### src/rtl/shift_pkg.sv
// rtl/shift_pkg.sv - shared types for the iterative shift unit
package shift_pkg;

  // Shift operation selected with start and held for the whole operation.
  typedef enum logic [1:0] {
    SLL  = 2'd0,
    SRL  = 2'd1,
    SRA  = 2'd2,
    ROTR = 2'd3
  } shift_mode_t;

  // Control states of the multi-cycle engine.
  typedef enum logic [1:0] {
    IDLE  = 2'd0,
    SHIFT = 2'd1,
    DONE  = 2'd2
  } state_t;

endpackage

### src/rtl/shift_step.sv
// rtl/shift_step.sv - combinational single-step shifter (0..STEP bits)
module shift_step
  import shift_pkg::*;
#(
  parameter int WIDTH = 32,
  parameter int STEP  = 1,
  localparam int AMT_W = $clog2(STEP + 1)
) (
  input  shift_mode_t      mode,
  input  logic [WIDTH-1:0] data,
  input  logic [AMT_W-1:0] amt,
  output logic [WIDTH-1:0] result
);

  // One bit wider than a shift count so that WIDTH itself is representable.
  localparam int BACK_W = $clog2(WIDTH) + 1;

  // Left-shift distance that brings the bits dropped off the LSB back in at the MSB.
  // With amt = 0 this equals WIDTH, which shifts everything out and leaves data untouched.
  logic [BACK_W-1:0] back_amt;

  // Select the shifted value for the requested mode.
  always_comb begin
    back_amt = BACK_W'(WIDTH) - BACK_W'(amt);
    result   = data;
    case (mode)
      SLL:     result = data << amt;
      SRL:     result = data >> amt;
      SRA:     result = $unsigned($signed(data) >>> amt);
      ROTR:    result = (data >> amt) | (data << back_amt);
      default: result = data;
    endcase
  end

endmodule

### src/rtl/iterative_shift_unit.sv
// rtl/iterative_shift_unit.sv - multi-cycle SLL/SRL/SRA/ROTR engine, up to STEP bits per clock
module iterative_shift_unit
  import shift_pkg::*;
#(
  parameter int WIDTH = 32,
  parameter int STEP  = 1,
  localparam int SHAMT_W = $clog2(WIDTH)
) (
  input  logic               clk,
  input  logic               reset,
  input  logic               start,
  input  shift_mode_t        mode,
  input  logic [WIDTH-1:0]   dataIn,
  input  logic [SHAMT_W-1:0] shamt,
  output logic               busy,
  output logic               done,
  output logic [WIDTH-1:0]   dataOut
);

  localparam int AMT_W = $clog2(STEP + 1);
  // Remaining count widened by one bit so STEP (which may equal WIDTH) compares cleanly.
  localparam int CNT_W = SHAMT_W + 1;
  localparam logic [CNT_W-1:0] STEP_C = CNT_W'(STEP);

  state_t             state_q;
  state_t             state_d;
  shift_mode_t        mode_q;
  logic [SHAMT_W-1:0] rem_q;
  logic [SHAMT_W-1:0] rem_next;
  logic [CNT_W-1:0]   rem_ext;
  logic [AMT_W-1:0]   amt;
  logic               last_step;
  logic               accept;
  logic               shift_en;
  logic [WIDTH-1:0]   step_result;

  // Size of this cycle's step: a full STEP, or whatever is left on the final step.
  always_comb begin
    rem_ext   = {1'b0, rem_q};
    last_step = (rem_ext <= STEP_C);
    amt       = last_step ? AMT_W'(rem_q) : AMT_W'(STEP);
    rem_next  = rem_q - SHAMT_W'(amt);
  end

  shift_step #(
    .WIDTH (WIDTH),
    .STEP  (STEP)
  ) u_step (
    .mode   (mode_q),
    .data   (dataOut),
    .amt    (amt),
    .result (step_result)
  );

  // Next-state logic: new work is accepted from IDLE or DONE, never while shifting.
  always_comb begin
    state_d  = state_q;
    accept   = 1'b0;
    shift_en = 1'b0;
    case (state_q)
      IDLE, DONE: begin
        state_d = IDLE;
        if (start) begin
          accept  = 1'b1;
          state_d = (shamt != '0) ? SHIFT : DONE;
        end
      end
      SHIFT: begin
        shift_en = 1'b1;
        if (last_step) begin
          state_d = DONE;
        end
      end
      default: state_d = IDLE;
    endcase
  end

  // State register with busy/done registered from the next state so outputs come straight from flops.
  always_ff @(posedge clk or posedge reset) begin
    if (reset) begin
      state_q <= IDLE;
      busy    <= 1'b0;
      done    <= 1'b0;
    end else begin
      state_q <= state_d;
      busy    <= (state_d == SHIFT);
      done    <= (state_d == DONE);
    end
  end

  // Operand capture on acceptance, then one partial shift per cycle until the count runs out.
  always_ff @(posedge clk or posedge reset) begin
    if (reset) begin
      dataOut <= '0;
      mode_q  <= SLL;
      rem_q   <= '0;
    end else if (accept) begin
      dataOut <= dataIn;
      mode_q  <= mode;
      rem_q   <= shamt;
    end else if (shift_en) begin
      dataOut <= step_result;
      rem_q   <= rem_next;
    end
  end

endmodule
### config.mk
export PLATFORM = sky130hd
export DESIGN_NAME = iterative_shift_unit
export DESIGN_NICKNAME = d
export VERILOG_FILES = /design/src/rtl/shift_pkg.sv /design/src/rtl/shift_step.sv /design/src/rtl/iterative_shift_unit.sv
export SDC_FILE = /design/constraint.sdc
export NUM_CORES = 1
export LEC_CHECK = 0
export ABC_AREA = 1
export BUFFER_PORTS_ARGS = -buffer_cell sky130_fd_sc_hd__buf_2
export CAP_MARGIN = 20
export CORE_AREA = 2 2 78 80
export DETAILED_ROUTE_END_ITERATION = 10
export DIE_AREA = 0 0 80 82
export GPL_TIMING_DRIVEN = 0
export HOLD_SLACK_MARGIN = 0.05
export PLACE_DENSITY = 0.75
export SLEW_MARGIN = 20
export SYNTH_ARGS = -nofsm -noshare
export SYNTH_HDL_FRONTEND = slang
export SYNTH_SLANG_ARGS = --single-unit
### constraint.sdc
create_clock -name clk -period 1.5 [get_ports clk]
set_clock_uncertainty 0.2 [all_clocks]
set_input_delay 0.3 -clock clk [delete_from_list [all_inputs] [get_ports clk]]
set_output_delay 0.3 -clock clk [all_outputs]
set_load 0.02 [all_outputs]
# ---- After elaboration in Yosys (flattened, before gate mapping)
# Cells that the tools add are included.
dict set report op_classes {
  n_shift 4
  magnitude_cmp 1
  bitwise_logic 1
  n_mul 0
  n_mux 13
  addsub 2
  reduce_logical 5
  n_div 0
  n_eq_ne 7
}
# op n
set op_table {}
lappend op_table {{one-hot mux 32 bit (4 select lines)} 1}
lappend op_table {{two-way mux 32 bit} 2}
lappend op_table {{OR 32 bit} 1}
lappend op_table {{left shift 32 x 1 -> 32 bit} 1}
lappend op_table {{left shift 32 x 6 -> 32 bit} 1}
lappend op_table {{right shift 32 x 1 -> 32 bit} 1}
lappend op_table {{>>> shifter 32 x 1 -> 32 bit} 1}
lappend op_table {{two-way mux 5 bit} 2}
lappend op_table {{== test 2 bit, second input constant} 4}
lappend op_table {{== test 2 x 1 -> 1 bit, second input constant} 3}
lappend op_table {{two-way mux 2 bit} 3}
lappend op_table {{subtractor 6 x 1 -> 6 bit, first input constant} 1}
lappend op_table {{<= comparator 5 x 1 -> 1 bit, second input constant} 1}
lappend op_table {{nonzero test 5 bit} 1}
lappend op_table {{subtractor 5 x 1 -> 5 bit} 1}
lappend op_table {{zero test 2 bit} 2}
lappend op_table {{two-way mux 1 bit} 4}
lappend op_table {{one-hot mux 2 bit (2 select lines)} 1}
lappend op_table {{nonzero test 2 bit} 1}
lappend op_table {{OR reduction 2 bit} 1}
dict set report totals {
  rom_bits 0
  wordCells 39
  mem_bits_rw 0
  latch_bits 0
  out_inout_bits 34
  in_bits 42
  memories 0
  register_bits 43
}

# ---- Depth between registers and ports, before layout
# Gate-level depths: netlist of the first run.
dict set report depth {
  ltp_word 8
  mapped_depth 9
  ltp_nobuf 9
}

# ---- Cells and area by module
# A second synthesis of the first run with hierarchy kept.
dict set report hier_totals {
  hier_cells 416
  area_unflattened_um2 2901.5
}
# module n_inst area_each_um2 seq_area_each_um2 cells_each
set by_module_without_submodules {}
lappend by_module_without_submodules {iterative_shift_unit 1 1958.1 1076.0 238}
lappend by_module_without_submodules {shift_step 1 943.4 0.0 178}

# ---- Worst setup path after synthesis of the first run
# Ideal clock, no wire load.
dict set report synth_path {
  path_type {reg2reg}
  start {reg rem_q[2]}
  end {reg rem_q[2]}
  t_required_ps 1162
  arrival_time_ps 1236
  slack_ps -74
  period_less_slack_ps 1574
  stages_incl_launch_ff 8
  cell_sequence {dfrtp_1 -> nor2_4 -> nand2_1 -> inv_1 -> nor2_1 -> ha_1 -> xnor2_1 -> o221ai_1}
}
dict set report synth_via {
  elab_chain_len 5
}
# element line_no
set synth_lines {}
lappend synth_lines {{start: declaration} iterative_shift_unit.sv:28} ;# logic [SHAMT_W-1:0] rem_q;
lappend synth_lines {{start signal: assignment} iterative_shift_unit.sv:100} ;# rem_q <= shamt;
lappend synth_lines {{start signal: assignment} iterative_shift_unit.sv:103} ;# rem_q <= rem_next;
lappend synth_lines {{<= comparator 5 x 1 -> 1 bit} iterative_shift_unit.sv:40} ;# last_step = (rem_ext <= STEP_C);
lappend synth_lines {{two-way mux 1 bit} iterative_shift_unit.sv:41} ;# amt = last_step ? AMT_W'(rem_q) : AMT_W'(STEP);
lappend synth_lines {{subtractor 5 x 1 -> 5 bit *} iterative_shift_unit.sv:42} ;# rem_next = rem_q - SHAMT_W'(amt);
lappend synth_lines {{two-way mux 5 bit *} iterative_shift_unit.sv:101} ;# end else if (shift_en) begin
lappend synth_lines {{two-way mux 5 bit *} iterative_shift_unit.sv:97} ;# end else if (accept) begin
# Every way passes the cells marked *; elsewhere a longest branch is shown, timed or not. The select of a mux whose other input is x is not followed.
# A chain may end at the register's enable or synchronous reset.

# ---- Worst setup path after layout of the first run
dict set report layout_path {
  start {reg state_q[1]}
  end {reg dataOut[9]}
}
dict set report layout_via {
  elab_chain_len 4
  word_cells_on_any_way 8
}
# element line_no
set layout_lines {}
lappend layout_lines {{start: declaration} iterative_shift_unit.sv:25} ;# state_t state_q;
lappend layout_lines {{start signal: assignment} iterative_shift_unit.sv:85} ;# state_q <= state_d;
lappend layout_lines {{== test 2 bit or zero test 2 bit (tied branches)} iterative_shift_unit.sv:60} ;# case (state_q)
lappend layout_lines {{OR reduction 2 bit} iterative_shift_unit.sv:60}
lappend layout_lines {{two-way mux 1 bit} iterative_shift_unit.sv:60}
lappend layout_lines {{two-way mux 32 bit or nonzero test 2 bit (tied branches)} --}
lappend layout_lines {{end signal: assignment} iterative_shift_unit.sv:98} ;# dataOut <= dataIn;
lappend layout_lines {{end signal: assignment} iterative_shift_unit.sv:102} ;# dataOut <= step_result;
lappend layout_lines {{end: declaration} iterative_shift_unit.sv:17} ;# output logic [WIDTH-1:0] dataOut
# Parallel ways exist; a longest one is shown, timed or not.

==> flow_summary.toml, run 1 <==
[timing]
tightestPinTransition_ps = 946
drv_slew = 0
max_freq_mhz = 584
rsz0062_at_grt = "true"
finalCriticalPeriod_ps = 1710
hold_slack_ps = -9.33
hold_viol = 12
setup_violations = 38
finalCritPeriodShare = 1.14
setup_slack_ps = -212
relSlewSlack = 0.368

[detailed_routing]
routed_wl_mm = 9.78
met2_length_mm = 4.71
wl_met3_um = 923
dr.pass1.iters = 5
maxUsedRoutingLayer = "met4"
post_drt_wl_per_cell_um = 16.7
met1_length_mm = 3.83
viasPerCell = 5.63
drt_iter0_drc = 398
drc = 0
vias = 3300
drtAntennaViolNets = 0

[outcome]
outcome = "finished, violations left"
failed_checks = "negative hold slack, negative setup slack"

[floorplan]
ios = 76
die_y_um = 82
row_count = 28
die-area_um2 = 6560
dieWidth_um = 80
start_util = 0.460
coreArea_um2 = 5750

[yosys]
synth-seq-cells = 43
synth_nets = 403
yosysWarnings = 0
synth-edff-count = 0
yosysUniqueCellTypes = 29
postSynth.asyncResetShare = 1.00
avgSynthCellArea_um2 = 7.34
synth.cell_area_um2 = 2640
synth_cells = 360
synthFlopType = "dfrtp_1"
ys_seq_area_frac = 0.407

[place]
place_area_um2 = 3140
place.gp.congestion = 0.890
hpwl_mm = 5.53
port_buffers = 75

[grt]
grt_pass1_wl_mm = 13.1
grt_pass1_vias = 2785
grt_max_degree = 44
gr-total-overflow = 0
track_usage = 0.260
antenna_found_initial = 0

[cts]
clockBufferDepth = 2
clk_latency_ps = 300
htree_levels = 2
cts_tree = "yes"
clk_pin_slew_worst_paths_ps = 90
cts_inserted_buffers = 5
clkSinkCount = 43
root_buffer = "clkbuf_8"

[critical_path]
start_kind = "flip-flop"
cp.arrival_ps = 1760
setup.worst_path.class = "reg -> reg"
cp.required_ps = 1550
path_max_fanout = 5
end_kind = "flip-flop"

[power_and_ir_drop]
fin_total_pwr_mw = 10.2
vdd_drop_max_mv = 1.31
cellLeakagePower_nw = 2.07
p_per_area_nw_per_um2 = 2500

[finish]
most-common-layout-cells = "nand2_1, buf_2, nand3_1"
drive_above_1_share = 0.382
fin_nets = 553
fill_cells = 433
syn_to_final_growth_pct = 55.1
final_cell_area_um2 = 4100
antennaDiodeCount = 0
final_common_cell = "nand2_1"

[min_path]
hp-class = "in -> async"

[run]
maxCapViolCount = 0
repair_timing:
action / CTS / global route
hold buffers: 22 / 0
pin swaps: 6 / 24
hold endpoints to repair: 65 / 0
buffers inserted: 16 / 27
gates cloned: 2 / 1
resized for setup: 24 / 53
endpoints found under the setup margin: 41 / 43
flip-flops by register name, summed over array words and instances, names as in the netlist:
signal   cells
mode_q       2
rem_q        5
done         1
state_q      2
dataOut     32
busy         1
where the power goes:
| part | switching [mW] | internal, mW | leakage, nW |
|---|---|---|---|
| clock network | 0.412 | 0.421 | 0.0515 |
| logic | 4.12 | 2.89 | 1.50 |
| registers | 0.619 | 1.77 | 0.513 |
through the flow:
step                setup WS (ps)   util  cells  TNS (ps)
global placement             -202  0.546    510     -5810
detailed placement           -236  0.546    510     -6640
CTS                          -126  0.638    558     -2790
global route                 -299  0.713    586     -6850
finish                       -212  0.713    586     -4520
floorplan                   -25.0      -    360     -36.8
Yosys cell counts (all sizes together), types with 2 or more instances:
| cell type | count | share of area |
|---|---|---|
| nor2 | 24 | 0.045 |
| buf | 15 | 0.036 |
| nand4 | 4 | 0.0095 |
| dfrtp | 43 | 0.41 |
| a211oi | 6 | 0.017 |
| o31ai | 2 | 0.0057 |
| o221ai | 2 | 0.0066 |
| nand2 | 93 | 0.13 |
| nand3 | 46 | 0.092 |
| a21oi | 14 | 0.027 |
| o21ai | 25 | 0.047 |
| clkbuf | 4 | 0.0057 |
| inv | 48 | 0.068 |
| o32ai | 2 | 0.0066 |
| a31oi | 5 | 0.012 |
| o21bai | 2 | 0.0057 |
| o211ai | 17 | 0.048 |
| o2111ai | 4 | 0.013 |
kinds of logic after synthesis:
kind of cell / count (synthesis) / share of synthesized area
fa+ha+maj: 1 / 0.00473
xor+xnor: 1 / 0.00331
compound gates: 79 / 0.189
buf+inv: 67 / 0.109
simple gates: 169 / 0.286
flops: 43 / 0.407
critical path, cell delays in order (launching register included):
cell and delay (ps):
dfrtp_1 430, nor2_4 210, clkinv_4 110, nand2_4 100, buf_8 130, buf_12 110, o21ai_0 110, o21bai_1 190
nand2_1 60
metal layers:
| layer | vias to the layer above | track usage |
|---|---|---|
| li1 | 1506 | - |
| met1 | 1520 | 0.344 |
| met2 | 233 | 0.444 |
| met3 | 41 | 0.0374 |
| met4 | 0 | 0.0763 |
| met5 | - | 0 |
final cells by class:
type	count	area [um2]	share of cell area
clock buffers	8	100	0.0244
inverters	48	204	0.0498
flip-flops and latches	43	1080	0.263
repair buffers	142	995	0.243
well taps	75	93.8	0.0229
multi-input cells	251	1470	0.358
plain buffers	19	164	0.0400
final timing paths:
kind                                               from                      end  slack, ps  cells past startpoint
worst max-delay path               state_q[1]$_DFF_PP0_   dataOut[9]$_DFFE_PP0P_       -210                      8
worst min-delay path                              reset     state_q[1]$_DFF_PP0_         -9                      2
worst max register to register     state_q[1]$_DFF_PP0_   dataOut[9]$_DFFE_PP0P_       -210                      8
worst min register to register  dataOut[21]$_DFFE_PP0P_  dataOut[21]$_DFFE_PP0P_        320                      2
max in group asynchronous                         reset  dataOut[31]$_DFFE_PP0P_        600                      2
min in group clk                             dataIn[24]  dataOut[24]$_DFFE_PP0P_         50                      3
Note: power is estimated with default switching activity, not from simulation.
==> run 2, diff against run 1 <==
--- a/config.mk
+++ b/config.mk
@@ -6,15 +6,16 @@
 export NUM_CORES = 1
 export LEC_CHECK = 0
 export ABC_AREA = 1
-export BUFFER_PORTS_ARGS = -buffer_cell sky130_fd_sc_hd__buf_2
+export BUFFER_PORTS_ARGS = -buffer_cell sky130_fd_sc_hd__buf_4
 export CAP_MARGIN = 20
-export CORE_AREA = 2 2 78 80
+export CORE_AREA = 2 2 81 83
 export DETAILED_ROUTE_END_ITERATION = 10
-export DIE_AREA = 0 0 80 82
+export DIE_AREA = 0 0 83 85
 export GPL_TIMING_DRIVEN = 0
 export HOLD_SLACK_MARGIN = 0.05
 export PLACE_DENSITY = 0.75
 export SLEW_MARGIN = 20
 export SYNTH_ARGS = -nofsm -noshare
 export SYNTH_HDL_FRONTEND = slang
+export SYNTH_HIERARCHICAL = 1
 export SYNTH_SLANG_ARGS = --single-unit
==> run 2 against run 1 <==
Net effect: the run ends with negative setup slack left; flip-flop and latch count stayed put; final cell count is 6.5% higher; core utilization is 2.3 points higher; cell area is 11% higher; global-route usage is 0.85 points higher; clock-buffer cell count stayed put; non-clock buffer count is 15 lower; sequential power is 10% higher; clock power is 0.5% higher; synthesized cell count is 16% higher; total power is 8.3% higher; critical endpoint is now dataOut[10]$_DFFE_PP0P_.
==> flow_summary.toml, run 2 <==
[detailed_routing]
drtAntennaViolNets = 0
drt_iter0_drc = 315
viasPerCell = 5.46
post_drt_wl_per_cell_um = 15.5
dr.pass1.iters = 7
vias = 3405
drc = 0
routed_wl_mm = 9.65

[critical_path]
start_kind = "flip-flop"
setup.worst_path.class = "reg -> reg"
end_kind = "flip-flop"
path_max_fanout = 7
cpPeakStageDelay_ps = 400
reg2reg_depth = 12
cp.required_ps = 1490
cpMostUsedCell = "nand2_2"
cp_cell_sequence = "inv_2 > nand2_2 > nor2_4 > nand2_2 > buf_12 > buf_8 > nand2_4 > inv_2 > nand2_2 > o211ai_2 > o21ai_2 > a21oi_1"
worst_path_max_delay_cell = "dfrtp_1"
crit_cells = 12
cp.arrival_ps = 1880
crit_buf_inv = 4
crit_family = "buffers and inverters"

[power_and_ir_drop]
pwr-share-clk = 0.076
p_per_area_nw_per_um2 = 2420
p_int_mw = 5.53
pwr-share-comb = 0.687
swShare = 0.500
switchingPower_mw = 5.54
cellLeakagePower_nw = 2.27
seqPwrFrac = 0.237
vdd_drop_max_mv = 1.22

[place]
port_buffers = 75
place_area_um2 = 3610
place.gp.congestion = 0.865
hpwl_mm = 6.05
dp_cells = 568

[cts]
cts_inserted_buffers = 5
clk_pin_slew_worst_paths_ps = 90
root_buffer = "clkbuf_8"
clockBufferDepth = 2
clkSinkCount = 43
clk_latency_ps = 300
cts_tree = "yes"
htree_levels = 2

[finish]
drive_above_1_share = 0.450
largest_register_ffs = 32
fill_cells = 463
largest_registers = "dataOut: 32 flops, rem_q: 5 flops"
final_common_cell = "nand2_1"
fin_cells = 624
antennaDiodeCount = 0
regMostFlops = "dataOut"
most-common-layout-cells = "nand2_1, buf_4, dfrtp_1"
fin_nets = 589
utilization = 0.736
syn_to_final_growth_pct = 57.4
final_cell_area_um2 = 4570

[floorplan]
row_count = 29
coreArea_um2 = 6200
start_util = 0.468
die-area_um2 = 7060
die_y_um = 85
ios = 76
dieWidth_um = 83

[timing]
tightestPinTransition_ps = 291
rsz0062_at_grt = "true"
drv_slew = 0
setup_slack_ps = -390
finalSetupTns_ps = -8660
finalCriticalPeriod_ps = 1890
max_freq_mhz = 529
relSlewSlack = 0.806
hold_slack_ps = 51.2
hold_viol = 0
finalCritPeriodShare = 1.26
setup_violations = 34

[grt]
track_usage = 0.268
grt_max_degree = 44
gr-total-overflow = 0
antenna_found_initial = 0
grt_pass1_vias = 3329
grt_pass1_wl_mm = 15.5

[min_path]
hp-class = "in -> reg"
holdPathStages = 3

[yosys]
yosysWarnings = 6
ys_seq_area_frac = 0.371
synth_top_area_frac = 0.371
synth_nets = 459
synth_cells = 416
synth.most_common_cell = "nand2_1"
synth_top_area_cell = "dfrtp_1"
avgSynthCellArea_um2 = 6.97
synth-edff-count = 0
synth.area.top_cells = "dfrtp_1, nand2_1, o211ai_2, nand3_1, nor2_1"
synth.cell_area_um2 = 2900
synthFlopType = "dfrtp_1"
synth-seq-cells = 43
postSynth.asyncResetShare = 1.00
ys_top_cells_by_count = "nand2_1, dfrtp_1, nand3_1, nor2_1, inv_1"
yosysUniqueCellTypes = 23

[run]
maxCapViolCount = 0

[outcome]
outcome = "finished, violations left"
failed_checks = "negative setup slack"
[run 2: cell types whose count changed in the layout (fill, tap and decap cells not counted), moves of 9 or more]
cell,change
o211ai_2,+20
inv_2,+23
inv_1,-31
o21ai_0,-13
buf_2,-74
nand2_2,+21
nor2_1,+21
nand3_1,-9
o211ai_1,-16
nand2_4,+20
nand2_1,+30
buf_4,+52
o22ai_1,+10
[run 2: what timing repair did]
item                                    CTS  global route
pin swaps                                34            28
gates resized for setup                  76            54
endpoints found under the setup margin   35            39
hold buffers                             24             1
gates cloned                              3             0
setup buffers                            10            10
endpoints found under the hold margin    67            10
[run 2: layout make-up]
class | instances | area (um2) | share of cell area
buffer | 23 | 245 | 0.0537
clock buffer | 8 | 100 | 0.0219
inverter | 38 | 159 | 0.0348
multi-input combinational | 312 | 1830 | 0.400
sequential | 43 | 1080 | 0.236
tap | 77 | 96.3 | 0.0211
timing repair buffer | 123 | 1060 | 0.232
[run 2: worst min-delay path, delay by kind of cell]
family                 cells  cell delay (ps)
AND/OR/NAND/NOR            1               50
AO/OA/AOI/OAI              1               60
buffers and inverters      1              110
[run 2: power groups by stage]
stage               sequential [mW]  clock [mW]  combinational [mW]
global route                   2.71       0.888                8.21
CTS                            2.54       0.845                6.79
finish                         2.62       0.837                7.61
detailed placement             2.46           0                5.94
global placement               2.45           0                5.79
floorplan                      2.87           0                3.73
[run 2: final timing paths]
path / start / endpoint / slack (ps)
worst min-delay path: dataIn[8] / dataOut[8]$_DFFE_PP0P_ / 50
max in group asynchronous: reset / dataOut[0]$_DFFE_PP0P_ / 350
min in group asynchronous: reset / busy$_DFF_PP0_ / 300
worst max-delay path: rem_q[1]$_DFFE_PP0P_ / dataOut[10]$_DFFE_PP0P_ / -390
worst min register to register: state_q[1]$_DFF_PP0_ / state_q[1]$_DFF_PP0_ / 370
worst max register to register: rem_q[1]$_DFFE_PP0P_ / dataOut[10]$_DFFE_PP0P_ / -390
[run 2: per-layer routing]
metal | GRT usage | part of all wire | vias to the layer above
met1 | 0.340 | 0.41 | 1621
met5 | 0 | 0 | -
met3 | 0.0389 | 0.062 | 25
li1 | - | - | 1602
met4 | 0.0864 | 0.023 | 0
met2 | 0.474 | 0.51 | 157
[run 2: kinds of logic after synthesis]
kind of cell | after synthesis | share of synthesized area
buffers and inverters | 61 | 0.110
AO/OA/AOI/OAI | 55 | 0.152
adder cells (fa/ha/maj) | 1 | 0.00431
AND/OR/NAND/NOR | 256 | 0.363
flip-flops | 43 | 0.371
[run 2: stage by stage]
stage / total power, mW / setup WS [ps]
2_1_floorplan: 6.60 / -204
3_3_place_gp: 8.24 / -402
3_5_place_dp: 8.40 / -430
4_1_cts: 10.2 / -274
5_1_grt: 11.8 / -477
6_report: 11.1 / -390
==> run 3, diff against run 2 <==
--- a/config.mk
+++ b/config.mk
@@ -8,12 +8,12 @@
 export ABC_AREA = 1
 export BUFFER_PORTS_ARGS = -buffer_cell sky130_fd_sc_hd__buf_4
 export CAP_MARGIN = 20
-export CORE_AREA = 2 2 81 83
+export CORE_AREA = 2 2 83 85
 export DETAILED_ROUTE_END_ITERATION = 10
-export DIE_AREA = 0 0 83 85
+export DIE_AREA = 0 0 85 87
 export GPL_TIMING_DRIVEN = 0
 export HOLD_SLACK_MARGIN = 0.05
-export PLACE_DENSITY = 0.75
+export PLACE_DENSITY = 0.72
 export SLEW_MARGIN = 20
 export SYNTH_ARGS = -nofsm -noshare
 export SYNTH_HDL_FRONTEND = slang
==> run 3 against run 2 <==
Net effect: total power is 5.4% lower; the flow finishes with violations (negative hold slack, negative setup slack); critical endpoint is now dataOut[29]$_DFFE_PP0P_; routed wire length is 3.1% lower; highest routed layer unchanged; sequential power hardly changed; critical path type unchanged; via count is 1.9% lower; first-iteration DRC count is 5.1% higher.
==> flow_summary.toml, run 3 (same netlist as run 2, synthesis figures left out) <==
[outcome]
outcome = "finished, violations left"
failed_checks = "negative hold slack, negative setup slack"

[critical_path]
end_kind = "flip-flop"
cp.required_ps = 1480
start_kind = "flip-flop"
cp_cell_sequence = "inv_2 > nand2_2 > nor2_4 > nand2_2 > buf_12 > buf_12 > nand2_4 > inv_2 > nand2_2 > o211ai_2 > o21ai_1 > a21oi_1"
worst_path_max_delay_cell = "dfrtp_1"
cp.arrival_ps = 1810
crit_family = "buffers and inverters"
cpMostUsedCell = "nand2_2"
setup.worst_path.class = "reg -> reg"
crit_buf_inv = 4
path_max_fanout = 7
cpPeakStageDelay_ps = 410

[cts]
clk_latency_ps = 300
clockBufferDepth = 2
cts_inserted_buffers = 5
clkSinkCount = 43
clk_pin_slew_worst_paths_ps = 90
root_buffer = "clkbuf_8"
htree_levels = 2
cts_tree = "yes"

[detailed_routing]
drc = 0
met1_length_mm = 3.89
maxUsedRoutingLayer = "met4"
wl_met3_um = 670
met2_length_mm = 4.60
drt_iter0_drc = 331
dr.pass1.iters = 7
drtAntennaViolNets = 0
post_drt_wl_per_cell_um = 15.1
viasPerCell = 5.41
vias = 3341
routed_wl_mm = 9.35

[finish]
fin_nets = 582
drive_above_1_share = 0.400
antennaDiodeCount = 0
final_cell_area_um2 = 4360
regMostFlops = "dataOut"
syn_to_final_growth_pct = 50.4
largest_registers = "dataOut: 32 flops, rem_q: 5 flops"
final_common_cell = "nand2_1"
most-common-layout-cells = "nand2_1, buf_4, dfrtp_1"
largest_register_ffs = 32
fill_cells = 542

[timing]
setup_slack_ps = -335
finalCriticalPeriod_ps = 1840
relSlewSlack = 0.367
finalCritPeriodShare = 1.22
max_freq_mhz = 545
rsz0062_at_grt = "true"
hold_slack_ps = -2.83
finalSetupTns_ps = -7220
hold_viol = 10
drv_slew = 0
setup_violations = 33
tightestPinTransition_ps = 947

[floorplan]
die-area_um2 = 7400
row_count = 30
start_util = 0.442
ios = 76
die_y_um = 87
dieWidth_um = 85
coreArea_um2 = 6570

[place]
place_area_um2 = 3620
port_buffers = 75
place.gp.congestion = 0.853
hpwl_mm = 5.88

[run]
maxCapViolCount = 0

[grt]
gr-total-overflow = 0
grt_max_degree = 44
antenna_found_initial = 0
track_usage = 0.234
grt_pass1_vias = 2968
grt_pass1_wl_mm = 14.0

[power_and_ir_drop]
cellLeakagePower_nw = 2.18
vdd_drop_max_mv = 1.37
p_per_area_nw_per_um2 = 2400

[min_path]
hp-class = "in -> async"
==> run 3: cell types whose count changed in the layout (fill, tap and decap cells not counted), sizes merged <==
cell	delta
buf	-7
dlygate4sd3	-3
clkbuf	+1
==> run 3: final cells by class <==
type / instances / area (um2) / share of cell area
tap: 80 / 100 / 0.0229
multi-input combinational: 312 / 1720 / 0.393
clock buffer: 6 / 72.6 / 0.0166
inverter: 38 / 154 / 0.0353
timing repair buffer: 116 / 1000 / 0.229
sequential: 43 / 1080 / 0.247
buffer: 23 / 245 / 0.0562
==> run 3: worst paths after layout <==
kind                                       from                 endpoint  slack (ps)  depth (start not counted)
setup / recovery           rem_q[1]$_DFFE_PP0P_  dataOut[29]$_DFFE_PP0P_        -340                         12
hold / removal                            reset  dataOut[12]$_DFFE_PP0P_          -3                          2
setup reg to reg           rem_q[1]$_DFFE_PP0P_  dataOut[29]$_DFFE_PP0P_        -340                         12
hold reg to reg            state_q[1]$_DFF_PP0_           done$_DFF_PP0_         360                          3
max in group asynchronous                 reset           done$_DFF_PP0_         590                          2
min in group clk                       shamt[2]     rem_q[2]$_DFFE_PP0P_          50                          3
==> run 3: power breakdown <==
part	leakage [nW]	switching, mW	internal [mW]
Clock	0.0371	0.408	0.312
Combinational	1.63	4.02	3.15
Sequential	0.515	0.831	1.76
==> run 3: metrics by stage <==
stage	instances	util	total power, mW	setup WS [ps]
global route	618	0.664	11.2	-389
global placement	571	0.551	8.28	-407
finish	618	0.664	10.5	-335
detailed placement	571	0.551	8.39	-412
floorplan	416	-	6.60	-204
CTS	609	0.624	9.66	-270
==> run 3: per-layer routing <==
layer  GRT usage  vias up
met2       0.401      164
met5           0        -
met3      0.0351       27
li1            -     1583
met1       0.310     1567
met4      0.0649        0
==> run 3: what timing repair did <==
action,4_1_cts,5_1_grt
gates resized for setup,37,52
pin swaps,14,39
gates cloned,2,3
endpoints found under the setup margin,35,38
hold buffers,21,1
buffers inserted,9,5
endpoints found under the hold margin,64,1
